<file path="src/rtl/s526a_bist_pkg.sv">
// Shared types and constants for the s526a BIST response path.
package s526a_bist_pkg;

   typedef enum logic [1:0] {
      ST_IDLE,
      ST_RUN,
      ST_DONE
   } state_t;

   // Bit positions of the core outputs within RESP.
   localparam int RESP_W   = 6;
   localparam int IDX_G147 = 0;
   localparam int IDX_G148 = 1;
   localparam int IDX_G198 = 2;
   localparam int IDX_G199 = 3;
   localparam int IDX_G213 = 4;
   localparam int IDX_G214 = 5;

   localparam logic [15:0] DEF_POLY = 16'h1021;
   localparam logic [15:0] DEF_SEED = 16'hFFFF;

endpackage

</file>
<file path="src/rtl/misr_step.sv">
// One MISR update: shift left, fold in POLY when the MSB leaves, xor in the response.
module misr_step
   import s526a_bist_pkg::*;
#(
   parameter int               SIG_W = 16,
   parameter logic [SIG_W-1:0] POLY  = SIG_W'(DEF_POLY)
) (
   input  logic [SIG_W-1:0]  s,
   input  logic [RESP_W-1:0] r,
   output logic [SIG_W-1:0]  nxt
);

   always_comb begin
      nxt = {s[SIG_W-2:0], 1'b0} ^ (s[SIG_W-1] ? POLY : '0) ^ SIG_W'(r);
   end

endmodule

</file>
<file path="src/rtl/s526a_resp_misr.sv">
// Response compactor: folds RESP into a MISR over a fixed window, then compares
// the final signature against EXP_SIG.
module s526a_resp_misr
   import s526a_bist_pkg::*;
#(
   parameter int               SIG_W   = 16,
   parameter logic [SIG_W-1:0] POLY    = SIG_W'(DEF_POLY),
   parameter logic [SIG_W-1:0] SEED    = SIG_W'(DEF_SEED),
   parameter int               WIN_LEN = 256,
   parameter int               CNT_W   = 16
) (
   input  logic                CK,
   input  logic                RN,
   input  logic                START,
   input  logic [RESP_W-1:0]   RESP,
   input  logic [SIG_W-1:0]    EXP_SIG,
   output logic                BUSY,
   output logic                DONE,
   output logic                PASS,
   output logic [SIG_W-1:0]    SIG,
   output logic [CNT_W-1:0]    CNT
);

   state_t           state_q, state_d;
   logic [SIG_W-1:0] sig_nxt;
   logic             last;

   misr_step #(
      .SIG_W (SIG_W),
      .POLY  (POLY)
   ) u_step (
      .s   (SIG),
      .r   (RESP),
      .nxt (sig_nxt)
   );

   assign last = (CNT == CNT_W'(WIN_LEN - 1));

   always_ff @(posedge CK or negedge RN) begin
      if (!RN) state_q <= ST_IDLE;
      else     state_q <= state_d;
   end

   always_comb begin
      state_d = state_q;
      case (state_q)
         ST_IDLE: if (START) state_d = ST_RUN;
         ST_RUN:  if (last)  state_d = ST_DONE;
         ST_DONE: if (START) state_d = ST_RUN;
         default:            state_d = ST_IDLE;
      endcase
   end

   // Status flags are registered from the next state so they change on the
   // same edge as the state itself.
   always_ff @(posedge CK or negedge RN) begin
      if (!RN) begin
         BUSY <= 1'b0;
         DONE <= 1'b0;
      end else begin
         BUSY <= (state_d == ST_RUN);
         DONE <= (state_d == ST_DONE);
      end
   end

   always_ff @(posedge CK or negedge RN) begin
      if (!RN) begin
         SIG  <= SEED;
         CNT  <= '0;
         PASS <= 1'b0;
      end else begin
         case (state_q)
            ST_IDLE: begin
               if (START) begin
                  SIG <= SEED;
                  CNT <= '0;
               end
            end
            ST_RUN: begin
               SIG <= sig_nxt;
               CNT <= CNT + CNT_W'(1);
               if (last) PASS <= (sig_nxt == EXP_SIG);
            end
            ST_DONE: begin
               if (START) begin
                  SIG  <= SEED;
                  CNT  <= '0;
                  PASS <= 1'b0;
               end
            end
            default: begin
               SIG  <= SEED;
               CNT  <= '0;
               PASS <= 1'b0;
            end
         endcase
      end
   end

endmodule
</file>
<file path="config.mk">
export PLATFORM = sky130hd
export DESIGN_NAME = s526a_resp_misr
export DESIGN_NICKNAME = d
export VERILOG_FILES = /design/src/rtl/s526a_bist_pkg.sv /design/src/rtl/misr_step.sv /design/src/rtl/s526a_resp_misr.sv
export SDC_FILE = /design/constraint.sdc
export NUM_CORES = 1
export LEC_CHECK = 0
export BUFFER_PORTS_ARGS = -buffer_cell sky130_fd_sc_hd__buf_4
export CAP_MARGIN = 10
export CORE_ASPECT_RATIO = 0.7
export CORE_MARGIN = 2
export CORE_UTILIZATION = 55
export CTS_CLUSTER_DIAMETER = 200
export DETAILED_ROUTE_END_ITERATION = 12
export HOLD_SLACK_MARGIN = 0.15
export PLACE_DENSITY = 0.84
export SYNTH_ARGS = -nofsm -noshare
export SYNTH_HDL_FRONTEND = slang
export SYNTH_HIERARCHICAL = 1
export SYNTH_SLANG_ARGS = --single-unit
export TNS_END_PERCENT = 100
</file>
<file path="constraint.sdc">
create_clock -name CK -period 4.12 [get_ports CK]
set_input_delay 0.824 -clock CK [delete_from_list [all_inputs] [get_ports CK]]
set_output_delay 0.824 -clock CK [all_outputs]
set_load 0.03 [all_outputs]
</file>
==> results.yml <==
setup_path:
  critical_path_required_time_ns: 4.30
  r2r.worst_path.cells: 5
  setup.reg_to_reg.worst_slack_ns: 2.00
  cp_data_arrival_time_ns: 2.29
  critPathKind: "register to register"
  crit_path_start_kind: "register"
  worstSetupEndpointType: "register"
  crit_fanout: 12
logic_synthesis:
  synth.yosys.warnings: 6
  asyncSetResetFlopFracSynth_pct: 100
  synth_simple_gate_area_share_pct: 13.7
  synth-compound-area-share_pct: 18.6
  synth.top_cell.area_share_pct: 26.2
  synth.cells.most_frequent: "22 x o21ai_0, 22 x xor2_1, 21 x dfrtp_1"
  arithmetic_cell_share_of_the_synthesized_area_counting_full_adders_half_adders_and_majority_gates_pct: 0.625
  parity_gate_share_of_the_synthesized_area_counting_xor_and_xnor_cells_pct: 10.8
  synthesis.area_um2: 2000
  mapped_avg_cell_area_um2: 10.4
  dominant_combinational_cell_family_by_area_after_synthesis: "compound AO/OA/AOI/OAI gates"
  synth.area.top_cells: "dfrtp_1 26%, dfstp_2 21%, xor2_1 9.6%"
  ys_ff_latch: 37
  synthFlopType: "dfrtp_1"
  post_synth_edffs: 0
  syn_inst: 192
  synth_sequential_area_ratio_pct: 47.2
  cell_taking_the_most_area_after_synthesis: "dfrtp_1"
  synth_nets: 218
  synth.area.mux_share_pct: 1.69
  post_synth_num_cell_types: 35
sta:
  setup_viol: 0
  final_cycle_share_pct: 51.4
  final.setup_skew_ns: 0.00677
  period_minus_ws_final_ns: 2.12
  max_freq_mhz: 472
  hold_viol_final: 0
  slew_violations: 0
  worst-slew-pin-transition_ns: 0.859
  grt_setup_unrepaired: "false"
  timing.setup.tns_ns: 0
  worst_slew_margin_rel_pct: 42.6
placed_design:
  routability_congestion: 0.815
  portBuffers: 59
  detailed_place_hpwl_um: 3120
floorplanning:
  core_area_um2: 3510
  core.rowCount: 18
  initial_utilization_pct: 57.0
  die_y_um: 54.5
  io-pin-count: 60
  dieArea_um2: 4150
  die_width_um: 76.1
power:
  cellLeakagePower_uw: 0.00108
  intPower_uw: 1050
  power.share.sequential_pct: 40.6
  p_total_uw: 1830
  switching_share_pct: 42.7
  fraction_of_power_consumed_by_the_clock_network_pct: 15.2
  total_switching_power_uw: 781
  power.ir.vdd_worst_v: 0.000504
  power.density_cell_area_nw_per_um2: 742
  combPwrFrac_pct: 44.2
route:
  finalWirelength_um: 4470
  drt_drc_violations_left: 0
  via_per_inst: 5.70
  drt_first_iter_violations: 147
  routedWlPerCell_um: 15.5
  1st_pass_router_iterations: 4
  drtAntennaViolNets: 0
  via_count: 1641
final_layout:
  area_delta_synth_final_pct: 23.1
  final_net_count: 263
  post_route_cells_drive_above_1_share_pct: 38.2
  antenna_cells_inserted: 0
cts:
  h-tree-depth: 2
  ctsHoldBuffers: 0
  clock_insertion_delay_worst_skew_ns: 0.29
  cts_inserted_buffers: 5
  tritoncts: "yes"
  cts_setup_buffers: 0
  clkSinkCount: 37
  max_clock_buf_depth: 2
  cts_repair_resize_count: 0
  cts.clk_slew.worst_paths_ns: 0.07
  root_buffer_master: "clkbuf_8"
global_routing:
  grt_pass1_wl_um: 7200
  number_of_global_route_vias_before_repair: 1443
  largest_net_degree_at_the_start_of_global_routing: 38
  initial_antenna_violation_count: 0
  track_usage_pct: 23.2
  gr-total-overflow: 0
status:
  run_status: "finished clean"
flow_run:
  drv_cap: 0
worst_hold_path:
  hold_class: "input port to async pin"
-- through the flow --
stage          utilization (%)  area, um2  hold slack [ns]  instances  setup WS (ns)
6_report                  70.2       2470            0.487        288           2.00
5_1_grt                   70.2       2470            0.506        288           1.82
4_1_cts                   70.2       2470            0.487        288           2.02
3_5_place_dp              67.3       2360            0.524        280           2.02
3_3_place_gp              67.3       2360            0.504        280           2.04
2_1_floorplan                -       2000            0.528        192           2.28
-- registers in the layout (all words and copies together), names as in the netlist --
name	flops
BUSY	1
CNT	16
DONE	1
PASS	1
SIG	16
state_q	2
-- routing by layer --
metal	global-route usage (%)	vias to the layer above	routed length (um)
met5	0	-	0
met4	6.36	0	23
met3	7.59	4	270
met2	33.8	51	1930
met1	33.6	809	2250
li1	-	777	-
-- final timing paths --
| check | from | to |
|---|---|---|
| setup reg to reg | state_q[1]$_DFF_PN0_ | PASS$_DFFE_PN0P_ |
| max in group asynchronous | RN | SIG[15]$_DFFE_PN1P_ |
| hold / removal | RN | CNT[6]$_DFFE_PN0P_ |
| min in group CK | CNT[15]$_DFFE_PN0P_ | CNT[15]$_DFFE_PN0P_ |
| hold reg to reg | CNT[15]$_DFFE_PN0P_ | CNT[15]$_DFFE_PN0P_ |
| setup / recovery | state_q[1]$_DFF_PN0_ | PASS$_DFFE_PN0P_ |
-- placed cells by master (no fill, tap or decap), drive strengths merged --
cell,n
buf,59
o21ai,22
xor2,22
dfrtp,21
nand2,18
dfstp,16
o22a,16
clkbuf,7
nor4,6
a31oi,6
a21oi,6
nor2,5
nand4,5
nand3,4
nor3,4
and3,3
o31ai,3
mux2,3
a21o,2
nor2b,1
or2b,1
or2,1
a22o,1
inv,1
or4,1
o41ai,1
ha,1
clkinv,1
xor3,1
-- area by class of cell --
class                      count  area (um2)
sequential                    37         946
tap                           50        62.6
timing repair buffer          59         443
inverter                       1        3.75
multi-input combinational    133         910
clock inverter                 1        5.00
clock buffer                   7        96.3
fill                         307        1050
-- power groups by stage --
| stage | registers [uW] | clock network (uW) | logic, uW |
|---|---|---|---|
| 2_1_floorplan | 947 | 0 | 368 |
| 3_3_place_gp | 740 | 0 | 798 |
| 3_5_place_dp | 748 | 0 | 811 |
| 4_1_cts | 742 | 282 | 813 |
| 5_1_grt | 768 | 297 | 867 |
| 6_report | 743 | 278 | 808 |
-- worst max-delay path, stage by stage, from the launching register on --
cell and delay (ns):
dfrtp_1 0.44, nor2b_1 0.69, nand2_1 0.20, nor3_2 0.25
a21oi_1 0.09, mux2_1 0.32
-- cell families after synthesis --
logic type | Yosys count
AO/OA/AOI/OAI | 57
flip-flops | 37
XOR/XNOR | 23
AND/OR/NAND/NOR | 49
buffers and inverters | 22
multiplexers | 3
adder cells (fa/ha/maj) | 1
Note: power is estimated with default switching activity, not from simulation.
